### config.mk
export PLATFORM = sky130hd
export DESIGN_NAME = alu_issue_stage
export DESIGN_NICKNAME = d
export VERILOG_FILES = /design/src/rtl/alu_pkg.sv /design/src/rtl/alu_cmd_fifo.sv /design/src/rtl/alu_issue_stage.sv
export SDC_FILE = /design/constraint.sdc
export NUM_CORES = 1
export LEC_CHECK = 0
export ABC_AREA = 1
export ABC_CLOCK_PERIOD_IN_PS = 3600
export BUFFER_PORTS_ARGS = -buffer_cell sky130_fd_sc_hd__buf_4
export CAP_MARGIN = 10
export CORE_AREA = 4 4 145 147
export CTS_CLUSTER_DIAMETER = 40
export DETAILED_ROUTE_END_ITERATION = 6
export DIE_AREA = 0 0 149 151
export HOLD_SLACK_MARGIN = 0.15
export PLACE_DENSITY = 0.74
export SYNTH_ARGS = -nofsm -noshare
export SYNTH_HDL_FRONTEND = slang
export SYNTH_SLANG_ARGS = --single-unit
### constraint.sdc
create_clock -name clk -period 3.6 [get_ports clk]
set_input_delay 0.18 -clock clk [delete_from_list [all_inputs] [get_ports clk]]
set_output_delay 0.18 -clock clk [all_outputs]
set_load 0.005 [all_outputs]
### src/rtl/alu_pkg.sv
// ---------------------------------------------------------------------------
// alu_pkg
// Shared types for the ALU issue stage: opcode encoding, the bit positions
// inside the 2-bit overflow field, and the issue FSM state type.
// Optional feature macro: ALU_MUL_EN (used by alu_issue_stage). When it is
// defined, the shift-add multiplier is built.
// ---------------------------------------------------------------------------
package alu_pkg;

  typedef enum logic [2:0] {
    OP_ADD = 3'b000,
    OP_MUL = 3'b001,
    OP_SUB = 3'b010,
    OP_AND = 3'b011,
    OP_OR  = 3'b100,
    OP_XOR = 3'b101,
    OP_NOT = 3'b110,
    OP_ILL = 3'b111
  } alu_op_e;

  // Bit positions inside out_overflow.
  localparam int OVF_UNSIGNED = 0;  // carry, borrow, or high product half nonzero
  localparam int OVF_SIGNED   = 1;  // two's-complement overflow

  typedef enum logic [1:0] {
    ST_IDLE = 2'b00,
    ST_MUL  = 2'b01,
    ST_HOLD = 2'b10
  } alu_state_e;

endpackage

### src/rtl/alu_cmd_fifo.sv
// ---------------------------------------------------------------------------
// alu_cmd_fifo
// In-order command queue holding {a, b, opcode} for the ALU issue stage.
// DEPTH must be a power of two (>= 2) so the pointers wrap for free.
//
// Ports
//   clk        rising-edge clock
//   rst_n      synchronous reset, active HIGH (name kept for compatibility)
//   i_push     write request; ignored while o_full
//   i_a, i_b   operands to enqueue
//   i_op       opcode to enqueue
//   i_pop      read request; ignored while o_empty
//   o_head_a/o_head_b/o_head_op  oldest entry (valid while !o_empty)
//   o_empty    no entries
//   o_full     DEPTH entries; there is no bypass, so a push is refused
// ---------------------------------------------------------------------------
module alu_cmd_fifo
  import alu_pkg::*;
#(
  parameter int WIDTH = 16,
  parameter int DEPTH = 4
) (
  input  logic             clk,
  input  logic             rst_n,
  input  logic             i_push,
  input  logic [WIDTH-1:0] i_a,
  input  logic [WIDTH-1:0] i_b,
  input  alu_op_e          i_op,
  input  logic             i_pop,
  output logic [WIDTH-1:0] o_head_a,
  output logic [WIDTH-1:0] o_head_b,
  output alu_op_e          o_head_op,
  output logic             o_empty,
  output logic             o_full
);

  localparam int PTR_W = (DEPTH > 1) ? $clog2(DEPTH) : 1;
  localparam int CNT_W = PTR_W + 1;
  localparam logic [CNT_W-1:0] FULL_CNT = CNT_W'(DEPTH);

  logic [WIDTH-1:0] r_mem_a  [DEPTH];
  logic [WIDTH-1:0] r_mem_b  [DEPTH];
  alu_op_e          r_mem_op [DEPTH];
  logic [PTR_W-1:0] r_wr_ptr;
  logic [PTR_W-1:0] r_rd_ptr;
  logic [CNT_W-1:0] r_count;
  logic             w_push;
  logic             w_pop;

  assign o_empty = (r_count == '0);
  assign o_full  = (r_count == FULL_CNT);
  assign w_push  = i_push && !o_full;
  assign w_pop   = i_pop && !o_empty;

  always_ff @(posedge clk) begin
    if (rst_n) begin
      r_wr_ptr <= '0;
      r_rd_ptr <= '0;
      r_count  <= '0;
    end else begin
      if (w_push) r_wr_ptr <= r_wr_ptr + PTR_W'(1);
      if (w_pop)  r_rd_ptr <= r_rd_ptr + PTR_W'(1);
      // Simultaneous push and pop leave the occupancy unchanged.
      if (w_push && !w_pop) begin
        r_count <= r_count + CNT_W'(1);
      end else if (!w_push && w_pop) begin
        r_count <= r_count - CNT_W'(1);
      end
    end
  end

  // Storage is not reset: entries are only read once the count covers them.
  always_ff @(posedge clk) begin
    if (w_push) begin
      r_mem_a[r_wr_ptr]  <= i_a;
      r_mem_b[r_wr_ptr]  <= i_b;
      r_mem_op[r_wr_ptr] <= i_op;
    end
  end

  assign o_head_a  = r_mem_a[r_rd_ptr];
  assign o_head_b  = r_mem_b[r_rd_ptr];
  assign o_head_op = r_mem_op[r_rd_ptr];

endmodule

### src/rtl/alu_issue_stage.sv
// ---------------------------------------------------------------------------
// alu_issue_stage
// Queues ALU commands in a FIFO, issues them in order, and holds each
// result in a single output register until it is consumed.
//
// Handshake: both sides use valid/ready. A transfer happens on a rising
// edge where valid && ready. A producer must keep valid and its payload
// steady until the transfer. out_result/out_overflow/out_err are held
// stable while out_valid && !out_ready. in_ready does not depend on in_valid.
//
// Optional feature macro: ALU_MUL_EN. When defined, opcode MUL runs a
// WIDTH-cycle shift-add multiplier in state ST_MUL. When undefined, MUL is
// reported as an illegal opcode and no multiplier hardware exists.
//
// Ports
//   clk          rising-edge clock
//   rst_n        synchronous reset, active HIGH despite the name
//   in_valid     command offered
//   in_ready     FIFO not full
//   in_a, in_b   operands
//   in_opcode    3-bit opcode (see alu_pkg::alu_op_e)
//   out_valid    result register occupied
//   out_ready    consumer takes the result
//   out_result   result (modulo 2^WIDTH)
//   out_overflow bit0 unsigned carry/borrow/high-half, bit1 signed overflow
//   out_err      illegal or compiled-out opcode
//   o_dbg_state  current FSM state, for observation only
// ---------------------------------------------------------------------------
module alu_issue_stage
  import alu_pkg::*;
#(
  parameter int WIDTH = 16,
  parameter int DEPTH = 4
) (
  input  logic             clk,
  input  logic             rst_n,
  input  logic             in_valid,
  output logic             in_ready,
  input  logic [WIDTH-1:0] in_a,
  input  logic [WIDTH-1:0] in_b,
  input  logic [2:0]       in_opcode,
  output logic             out_valid,
  input  logic             out_ready,
  output logic [WIDTH-1:0] out_result,
  output logic [1:0]       out_overflow,
  output logic             out_err,
  output alu_state_e       o_dbg_state
);

  // ---------------- command FIFO ----------------
  logic [WIDTH-1:0] w_head_a;
  logic [WIDTH-1:0] w_head_b;
  alu_op_e          w_head_op;
  logic             w_fifo_empty;
  logic             w_fifo_full;
  logic             w_pop;

  alu_cmd_fifo #(
    .WIDTH (WIDTH),
    .DEPTH (DEPTH)
  ) u_cmd_fifo (
    .clk       (clk),
    .rst_n     (rst_n),
    .i_push    (in_valid),
    .i_a       (in_a),
    .i_b       (in_b),
    .i_op      (alu_op_e'(in_opcode)),
    .i_pop     (w_pop),
    .o_head_a  (w_head_a),
    .o_head_b  (w_head_b),
    .o_head_op (w_head_op),
    .o_empty   (w_fifo_empty),
    .o_full    (w_fifo_full)
  );

  assign in_ready = !w_fifo_full;

  // ---------------- state and output registers ----------------
  alu_state_e       r_state;
  alu_state_e       w_state_next;
  logic             r_out_valid;
  logic [WIDTH-1:0] r_out_result;
  logic [1:0]       r_out_overflow;
  logic             r_out_err;

  logic             w_out_free;
  logic             w_load_out;
  logic [WIDTH-1:0] w_out_result_d;
  logic [1:0]       w_out_ovf_d;
  logic             w_out_err_d;
  logic             w_mul_start;
  logic             w_mul_issue;

  // The output slot can take a new value if empty or being drained this edge.
  assign w_out_free = !r_out_valid || out_ready;

  // ---------------- single-cycle ALU on the FIFO head ----------------
  logic [WIDTH:0]   w_sum;
  logic [WIDTH:0]   w_diff;
  logic [WIDTH-1:0] w_alu_result;
  logic [1:0]       w_alu_ovf;
  logic             w_alu_err;
  logic             w_sign_a;
  logic             w_sign_b;

  assign w_sum    = {1'b0, w_head_a} + {1'b0, w_head_b};
  // The extra top bit of the difference is the unsigned borrow (a < b).
  assign w_diff   = {1'b0, w_head_a} - {1'b0, w_head_b};
  assign w_sign_a = w_head_a[WIDTH-1];
  assign w_sign_b = w_head_b[WIDTH-1];

  always_comb begin
    w_alu_result = '0;
    w_alu_ovf    = '0;
    w_alu_err    = 1'b0;
    case (w_head_op)
      OP_ADD: begin
        w_alu_result            = w_sum[WIDTH-1:0];
        w_alu_ovf[OVF_UNSIGNED] = w_sum[WIDTH];
        w_alu_ovf[OVF_SIGNED]   = (w_sign_a == w_sign_b) && (w_sum[WIDTH-1] != w_sign_a);
      end
      OP_SUB: begin
        w_alu_result            = w_diff[WIDTH-1:0];
        w_alu_ovf[OVF_UNSIGNED] = w_diff[WIDTH];
        w_alu_ovf[OVF_SIGNED]   = (w_sign_a != w_sign_b) && (w_diff[WIDTH-1] != w_sign_a);
      end
      OP_AND: w_alu_result = w_head_a & w_head_b;
      OP_OR:  w_alu_result = w_head_a | w_head_b;
      OP_XOR: w_alu_result = w_head_a ^ w_head_b;
      OP_NOT: w_alu_result = ~w_head_a;
      // OP_ILL, and OP_MUL when it never reaches the multiplier path.
      default: w_alu_err = 1'b1;
    endcase
  end

`ifdef ALU_MUL_EN
  // ---------------- shift-add multiplier ----------------
  localparam int CNT_W = $clog2(WIDTH) + 1;
  localparam logic [CNT_W-1:0] MUL_LAST = CNT_W'(WIDTH - 1);

  logic [2*WIDTH-1:0] r_mul_acc;
  logic [2*WIDTH-1:0] r_mul_mcand;
  logic [WIDTH-1:0]   r_mul_mplier;
  logic [CNT_W-1:0]   r_mul_cnt;
  logic [2*WIDTH-1:0] w_mul_acc_step;
  logic               w_mul_last;

  assign w_mul_issue    = (w_head_op == OP_MUL);
  assign w_mul_acc_step = r_mul_mplier[0] ? (r_mul_acc + r_mul_mcand) : r_mul_acc;
  assign w_mul_last     = (r_mul_cnt == MUL_LAST);

  always_ff @(posedge clk) begin
    if (rst_n) begin
      r_mul_acc    <= '0;
      r_mul_mcand  <= '0;
      r_mul_mplier <= '0;
      r_mul_cnt    <= '0;
    end else if (w_mul_start) begin
      r_mul_acc    <= '0;
      r_mul_mcand  <= {{WIDTH{1'b0}}, w_head_a};
      r_mul_mplier <= w_head_b;
      r_mul_cnt    <= '0;
    end else if (r_state == ST_MUL) begin
      // One multiplier bit per cycle; after WIDTH steps r_mul_acc holds a*b.
      r_mul_acc    <= w_mul_acc_step;
      r_mul_mcand  <= r_mul_mcand << 1;
      r_mul_mplier <= r_mul_mplier >> 1;
      r_mul_cnt    <= r_mul_cnt + CNT_W'(1);
    end
  end
`else
  assign w_mul_issue = 1'b0;
`endif

  // ---------------- issue FSM ----------------
  always_ff @(posedge clk) begin
    if (rst_n) begin
      r_state <= ST_IDLE;
    end else begin
      r_state <= w_state_next;
    end
  end

  always_comb begin
    w_state_next   = r_state;
    w_pop          = 1'b0;
    w_load_out     = 1'b0;
    w_out_result_d = r_out_result;
    w_out_ovf_d    = r_out_overflow;
    w_out_err_d    = r_out_err;
    w_mul_start    = 1'b0;
    case (r_state)
      ST_IDLE: begin
        if (!w_fifo_empty && w_out_free) begin
          w_pop = 1'b1;
          if (w_mul_issue) begin
            w_mul_start  = 1'b1;
            w_state_next = ST_MUL;
          end else begin
            w_load_out     = 1'b1;
            w_out_result_d = w_alu_result;
            w_out_ovf_d    = w_alu_ovf;
            w_out_err_d    = w_alu_err;
          end
        end
      end
      ST_MUL: begin
`ifdef ALU_MUL_EN
        if (w_mul_last) begin
          if (w_out_free) begin
            w_load_out                  = 1'b1;
            w_out_result_d              = w_mul_acc_step[WIDTH-1:0];
            w_out_ovf_d                 = '0;
            w_out_ovf_d[OVF_UNSIGNED]   = |w_mul_acc_step[2*WIDTH-1:WIDTH];
            w_out_err_d                 = 1'b0;
            w_state_next                = ST_IDLE;
          end else begin
            w_state_next = ST_HOLD;
          end
        end
`else
        w_state_next = ST_IDLE;
`endif
      end
      ST_HOLD: begin
`ifdef ALU_MUL_EN
        // Finished product parked in r_mul_acc until the output slot frees.
        if (w_out_free) begin
          w_load_out                = 1'b1;
          w_out_result_d            = r_mul_acc[WIDTH-1:0];
          w_out_ovf_d               = '0;
          w_out_ovf_d[OVF_UNSIGNED] = |r_mul_acc[2*WIDTH-1:WIDTH];
          w_out_err_d               = 1'b0;
          w_state_next              = ST_IDLE;
        end
`else
        w_state_next = ST_IDLE;
`endif
      end
      default: w_state_next = ST_IDLE;
    endcase
  end

  // ---------------- output register ----------------
  // Payload only changes on a load, and a load needs a free slot, so a
  // stalled result can never be overwritten.
  always_ff @(posedge clk) begin
    if (rst_n) begin
      r_out_valid    <= 1'b0;
      r_out_result   <= '0;
      r_out_overflow <= '0;
      r_out_err      <= 1'b0;
    end else if (w_load_out) begin
      r_out_valid    <= 1'b1;
      r_out_result   <= w_out_result_d;
      r_out_overflow <= w_out_ovf_d;
      r_out_err      <= w_out_err_d;
    end else if (out_ready) begin
      r_out_valid <= 1'b0;
    end
  end

  assign out_valid    = r_out_valid;
  assign out_result   = r_out_result;
  assign out_overflow = r_out_overflow;
  assign out_err      = r_out_err;
  assign o_dbg_state  = r_state;

endmodule

; ---- Word-level counts from Yosys, hierarchy flattened
; Memory sizes are Yosys's and may differ from the RTL's. A register that Yosys moved wholly into a read port is not among the register bits.
; Index checks and enable logic that the tools add are counted.
[totals]
ramBits = 140
rom_bits = 0
mem_count = 3
out_inout_bits = 23
latchBits = 0
wordCells = 65
regBits = 27
in_bits = 39
[mem_list]
columns = memory, depth, width, read_ports, rd_ports_with_merged_regs, write_ports, line_no
row1 = u_cmd_fifo.r_mem_a, 4, 16, 1, 1, 1, alu_cmd_fifo.sv:41  ; logic [WIDTH-1:0] r_mem_a [DEPTH];
row2 = u_cmd_fifo.r_mem_b, 4, 16, 1, 1, 1, alu_cmd_fifo.sv:42  ; logic [WIDTH-1:0] r_mem_b [DEPTH];
row3 = u_cmd_fifo.r_mem_op, 4, 3, 1, 1, 1, alu_cmd_fifo.sv:43  ; alu_op_e r_mem_op [DEPTH];
[op_classes]
order_cmp = 0
reduce_logical = 19
multipliers = 0
div = 0
bitwise_logic = 4
eq_ne = 10
muxes = 16
n_addsub = 6
n_shift = 0
[ops]
columns = operator, count
row1 = 16-bit case mux with 6 select lines, 1
row2 = 16-bit by 16-bit adder with 17-bit output, 1
row3 = 16-bit by 16-bit subtractor with 17-bit output, 1
row4 = 16-bit bitwise AND, 1
row5 = 16-bit inverter, 1
row6 = 16-bit OR, 1
row7 = 16-bit bitwise XOR, 1
row8 = "3-bit equality test, second input constant", 4
row9 = 2-bit 2-to-1 mux, 6
row10 = 1-bit logical AND, 7
row11 = "3-bit by 2-bit equality test with 1-bit output, second input constant", 2
row12 = 3-bit logical NOT, 2
row13 = 1-bit 2-to-1 mux, 6
row14 = 3-bit 2-to-1 mux, 2
row15 = 6-bit OR reduction, 1
row16 = 1-bit logical NOT, 5
row17 = "2-bit by 1-bit adder with 2-bit output, second input constant", 2
row18 = 2-bit case mux with 2 select lines, 1
row19 = 2-bit nonzero test, 2
row20 = "3-bit by 1-bit adder with 3-bit output, second input constant", 1
row21 = 1-bit != test, 3
row22 = "3-bit by 1-bit subtractor with 3-bit output, second input constant", 1
row23 = 2-bit AND reduction, 1
row24 = 1-bit equality test, 1
row25 = 1-bit logical OR, 1

; ---- Logic depth before layout (Yosys ltp)
[depth]
ltp_word = 8
depth_mapped = 24
mapped_depth_nobuf = 19

; ---- Cells and area by module
; From an unflattened synthesis, not the netlist that was laid out.
[unflattened]
cells_unflattened = 1058
area_unflattened_um2 = 9275.1
[modules_own_cells]
columns = mod, n_inst, seq_area_each_um2, cells_each, area_per_inst_um2
row1 = alu_cmd_fifo, 1, 4384.2, 408, 5666.7
row2 = alu_issue_stage, 1, 400.4, 650, 3608.5

; ---- Least setup slack after synthesis
; No wires, ideal clock.
[synth_path]
path_type = flip-flop to flip-flop
from = reg (tool-made name)
to = reg r_out_result[15] (netlist: out_result[15])
synth_period_minus_slack_ns = 2.916
path_slack_ns = 0.684
arrival_time_ns = 2.784
n_path_buf = 5
required_ns = 3.468
path_stages_with_launch = 22
setup_time_ns = 0.132
cell_sequence = dfxtp_1 > buf_6 > inv_4 > buf_2 > buf_2 > buf_1 > nand2_1 > a32oi_1 > inv_1 > ha_1 > clkbuf_1 > nand2_1 > inv_1 > nand2_1 > nor3_1 > nand2_1 > nand2_1 > nand2_1 > nand3_1 > nand3_1 > nand2_1 > a21oi_1
[synth_lines]
columns = item, line_no
row1 = end signal: assignment, alu_issue_stage.sv:255  ; r_out_result <= w_out_result_d;
row2 = end: declaration, alu_issue_stage.sv:82  ; logic [WIDTH-1:0] r_out_result;

==> run_summary.xml <==
<?xml version="1.0" encoding="UTF-8"?>
<metrics>
  <group name="status">
    <metric name="status" unit="">finished with violations</metric>
    <metric name="violated_checks" unit="">design-rule violations</metric>
  </group>
  <group name="logic_synthesis">
    <metric name="synth-compound-area-share" unit="%">7.43</metric>
    <metric name="synth.top_cell.area_share" unit="%">44.0</metric>
    <metric name="synth-edff-count" unit="">140</metric>
    <metric name="average_cell_area_after_synthesis" unit="um^2">8.49</metric>
    <metric name="ys_top_cells_by_area" unit="">sky130_fd_sc_hd__edfxtp_1 44%, sky130_fd_sc_hd__nand2_1 14%, sky130_fd_sc_hd__ha_1 7.1%, sky130_fd_sc_hd__dfxtp_1 6.1%, sky130_fd_sc_hd__inv_1 5.6%</metric>
    <metric name="synthMostInstantiatedCell" unit="">sky130_fd_sc_hd__nand2_1</metric>
    <metric name="synth.mux.area_fraction" unit="%">0</metric>
    <metric name="ys.flop_type" unit="">sky130_fd_sc_hd__edfxtp_1</metric>
    <metric name="yosys.cell_types.count" unit="">38</metric>
    <metric name="synth_top_cells_by_count" unit="">357 x sky130_fd_sc_hd__nand2_1, 143 x sky130_fd_sc_hd__inv_1, 140 x sky130_fd_sc_hd__edfxtp_1, 103 x sky130_fd_sc_hd__nand3_1, 74 x sky130_fd_sc_hd__nor2_1</metric>
    <metric name="synthXorXnorAreaFrac" unit="%">0.733</metric>
    <metric name="ys_seq_elements" unit="">169</metric>
    <metric name="synth_top_area_cell" unit="">sky130_fd_sc_hd__edfxtp_1</metric>
    <metric name="synth_top_family_by_area" unit="">simple AND/OR/NAND/NOR gates</metric>
    <metric name="synth_simple_gate_area_share" unit="%">25.6</metric>
    <metric name="mappedNetlistArea" unit="um^2">9560</metric>
    <metric name="synthAdderAreaFrac" unit="%">7.69</metric>
    <metric name="yosys_warnings" unit="">0</metric>
    <metric name="syn-instance-count" unit="">1127</metric>
    <metric name="seq_area_frac_synth" unit="%">50.0</metric>
    <metric name="synth_async_sr_flop_share" unit="%">0</metric>
  </group>
  <group name="setup_path">
    <metric name="critPathTopFamily" unit="">compound AO/OA/AOI/OAI gates</metric>
    <metric name="cp_slowest_stage_delay" unit="ps">440</metric>
    <metric name="start_kind" unit="">flop</metric>
    <metric name="timing_worst_setup_path_type" unit="">flop to flop</metric>
    <metric name="cp_cell_sequence" unit="">inv_4 -&gt; nand2_1 -&gt; a32oi_1 -&gt; ha_1 -&gt; inv_1 -&gt; fa_1 -&gt; o21ai_0 -&gt; xor2_1 -&gt; nor2_1 -&gt; nor2_1 -&gt; nand3b_1 -&gt; nand2_1 -&gt; a21oi_1</metric>
    <metric name="critPathRequiredTime" unit="ps">3920</metric>
    <metric name="critical_path.n_buffers_inverters" unit="">2</metric>
    <metric name="reg2regPathDepth" unit="">13</metric>
    <metric name="worst_ep_arrival_time" unit="ps">3510</metric>
    <metric name="worst_path_depth" unit="">13</metric>
    <metric name="critical-path-slowest-cell" unit="">sky130_fd_sc_hd__inv_4</metric>
    <metric name="cp_max_fo" unit="">62</metric>
    <metric name="critical_path.endpoint_type" unit="">flop</metric>
  </group>
  <group name="placement">
    <metric name="detailed_place.area" unit="um^2">10200</metric>
    <metric name="gpl.final_weighted_congestion" unit="">0.974</metric>
    <metric name="place_hpwl" unit="um">15200</metric>
    <metric name="io_buffer_count" unit="">59</metric>
  </group>
  <group name="grt">
    <metric name="track_usage" unit="%">20.8</metric>
    <metric name="gr-usage-met2" unit="%">33.1</metric>
    <metric name="groute.layer.met3.usage" unit="%">4.10</metric>
    <metric name="grt_antenna_before_repair" unit="">1</metric>
    <metric name="global_route.overflow_total" unit="">0</metric>
    <metric name="grt_start_max_net_pins" unit="">79</metric>
    <metric name="number_of_global_route_vias_before_repair" unit="">7227</metric>
    <metric name="wire_length_of_the_first_global_routing_pass" unit="um">36800</metric>
    <metric name="gr-usage-met1" unit="%">28.8</metric>
    <metric name="grt_busiest_layer" unit="">met2</metric>
  </group>
  <group name="route">
    <metric name="dr_total_vias" unit="">7699</metric>
    <metric name="remaining_drc_errors" unit="">2</metric>
    <metric name="drt_iter0_markers" unit="">655</metric>
    <metric name="drt_pass1_iterations" unit="">7</metric>
    <metric name="wire_per_inst" unit="um">15.4</metric>
    <metric name="antenna_left" unit="">0</metric>
    <metric name="wirelength_routed" unit="um">23000</metric>
    <metric name="post_drt_via_cell_ratio" unit="">5.18</metric>
  </group>
  <group name="floorplanning">
    <metric name="die_h" unit="um">151</metric>
    <metric name="floorplan.rows" unit="">52</metric>
    <metric name="floorplan.core_area" unit="um^2">19900</metric>
    <metric name="die_area" unit="um^2">22500</metric>
    <metric name="chipWidth" unit="um">149</metric>
    <metric name="starting_utilization_of_the_core_area" unit="%">48.0</metric>
    <metric name="ios" unit="">62</metric>
  </group>
  <group name="final_layout">
    <metric name="finalInstanceArea" unit="um^2">11200</metric>
    <metric name="syn2layout_area_growth" unit="%">16.7</metric>
    <metric name="antennaDiodeCount" unit="">0</metric>
    <metric name="num-fill-cells" unit="">1756</metric>
    <metric name="regArea" unit="um^2">4790</metric>
    <metric name="post_route_cells_drive_above_1_share" unit="%">10.4</metric>
    <metric name="num-nets-final" unit="">1299</metric>
    <metric name="multi_input_logic_area" unit="um^2">4010</metric>
  </group>
  <group name="sta">
    <metric name="grt_setup_unrepaired" unit="">no</metric>
    <metric name="timing.slew.headroom" unit="%">52.9</metric>
    <metric name="fin_skew" unit="ps">12.4</metric>
    <metric name="timing.final.hold_violations" unit="">0</metric>
    <metric name="fin_crit" unit="ps">3190</metric>
    <metric name="fin_crit_sh" unit="%">88.6</metric>
    <metric name="max_slew.worst_pin.slew" unit="ps">706</metric>
    <metric name="finalSetupViolations" unit="">0</metric>
    <metric name="fin_tns_setup" unit="ps">0</metric>
    <metric name="max_freq" unit="MHz">313</metric>
    <metric name="slew_viol_final" unit="">0</metric>
    <metric name="finalHoldWorstSlack" unit="ps">396</metric>
  </group>
  <group name="flow_run">
    <metric name="cap_viol_max_count" unit="">0</metric>
  </group>
  <group name="clocking">
    <metric name="tritoncts" unit="">done</metric>
    <metric name="cts-root-to-sink-buffers" unit="">2</metric>
    <metric name="clock_sink_count" unit="">169</metric>
    <metric name="cts_buffers" unit="">17</metric>
    <metric name="clk_pin_slew_worst_paths" unit="ps">70</metric>
    <metric name="clkLatencyLatePin" unit="ps">430</metric>
    <metric name="cts_setup_buffers" unit="">0</metric>
    <metric name="clock-root-buffer" unit="">sky130_fd_sc_hd__clkbuf_16</metric>
    <metric name="cts_repair_resize_count" unit="">0</metric>
    <metric name="cts.htree.levels" unit="">4</metric>
  </group>
  <group name="worst_hold_path">
    <metric name="min_path_type" unit="">input pin to flop</metric>
    <metric name="hold_path_depth" unit="">3</metric>
  </group>
</metrics>
==> placed cells by master (no fill, tap or decap), types with 17 or more instances in the layout <==
cell                            synthesis  layout
sky130_fd_sc_hd__a21oi_1               65      65
sky130_fd_sc_hd__buf_4                  6      66
sky130_fd_sc_hd__clkbuf_16              0      17
sky130_fd_sc_hd__dfxtp_1               29      28
sky130_fd_sc_hd__dlygate4sd3_1          0      37
sky130_fd_sc_hd__edfxtp_1             140     140
sky130_fd_sc_hd__ha_1                  54      54
sky130_fd_sc_hd__inv_1                143     143
sky130_fd_sc_hd__nand2_1              357     357
sky130_fd_sc_hd__nand3_1              103     103
sky130_fd_sc_hd__nor2_1                74      70
sky130_fd_sc_hd__o21ai_0               26      26
==> worst reg2reg max path: stages (launching register included) <==
cell,delay (ps)
sky130_fd_sc_hd__dfxtp_2,350
sky130_fd_sc_hd__inv_4,440
sky130_fd_sc_hd__nand2_1,150
sky130_fd_sc_hd__a32oi_1,320
sky130_fd_sc_hd__ha_1,270
sky130_fd_sc_hd__inv_1,70
sky130_fd_sc_hd__fa_1,400
sky130_fd_sc_hd__o21ai_0,420
sky130_fd_sc_hd__xor2_1,180
sky130_fd_sc_hd__nor2_1,60
sky130_fd_sc_hd__nor2_1,140
sky130_fd_sc_hd__nand3b_1,140
sky130_fd_sc_hd__nand2_1,90
sky130_fd_sc_hd__a21oi_1,60
==> routing by layer <==
metal / vias to the layer above / part of all wire [%]
met4: 0 / 2.0
met5: - / 0
met3: 41 / 5.6
met1: 3610 / 46
li1: 3822 / -
met2: 226 / 46
==> sequential cells by signal, indices dropped and copies added, names as in the netlist, named ones only <==
signal / cells
u_cmd_fifo.r_mem_a: 64
u_cmd_fifo.r_mem_b: 64
out_err: 1
u_cmd_fifo.r_mem_op: 12
out_valid: 1
u_cmd_fifo.r_wr_ptr: 2
u_cmd_fifo.r_rd_ptr: 2
u_cmd_fifo.r_count: 3
out_result: 16
out_overflow: 2
==> worst paths after layout <==
kind	endpoint	slack [ps]	startpoint
max	out_result[4]	410	flop
max reg2reg	out_result[4]	410	flop
min reg2reg	out_result[10]	470	out_result[10]
min	u_cmd_fifo.r_wr_ptr[1]	400	in_valid
==> layout make-up <==
type	count	area share (%)
inverters	147	4.99
well taps	270	3.03
flip-flops and latches	169	42.9
clock inverters	14	1.42
multi-input cells	764	35.9
repair buffers	104	7.94
clock buffers	18	3.84
==> per-stage QoR <==
stage / cells / setup slack, ps / util (%)
floorplan: 1128 / 684 / -
global placement: 1417 / 535 / 51.3
detailed placement: 1417 / 466 / 51.3
CTS: 1486 / 403 / 56.1
global route: 1486 / 36.8 / 56.1
finish: 1486 / 409 / 56.1
==> kinds of logic after synthesis <==
kind of cell / after synthesis
AOI/OAI and AO/OA: 122
xor gates and xnor gates: 8
adders and majority gates: 57
buffers and inverters: 195
DFF: 169
other: 1
and+or+nand+nor: 575
==> what timing repair did <==
action	4_1_cts	5_1_grt
hold endpoints to repair	156	0
setup endpoints to repair	0	0
hold buffers	37	0
Power is left out: the tool's default activity adds up to more than one toggle a clock period on the data nets, which glitch-free logic cannot reach.
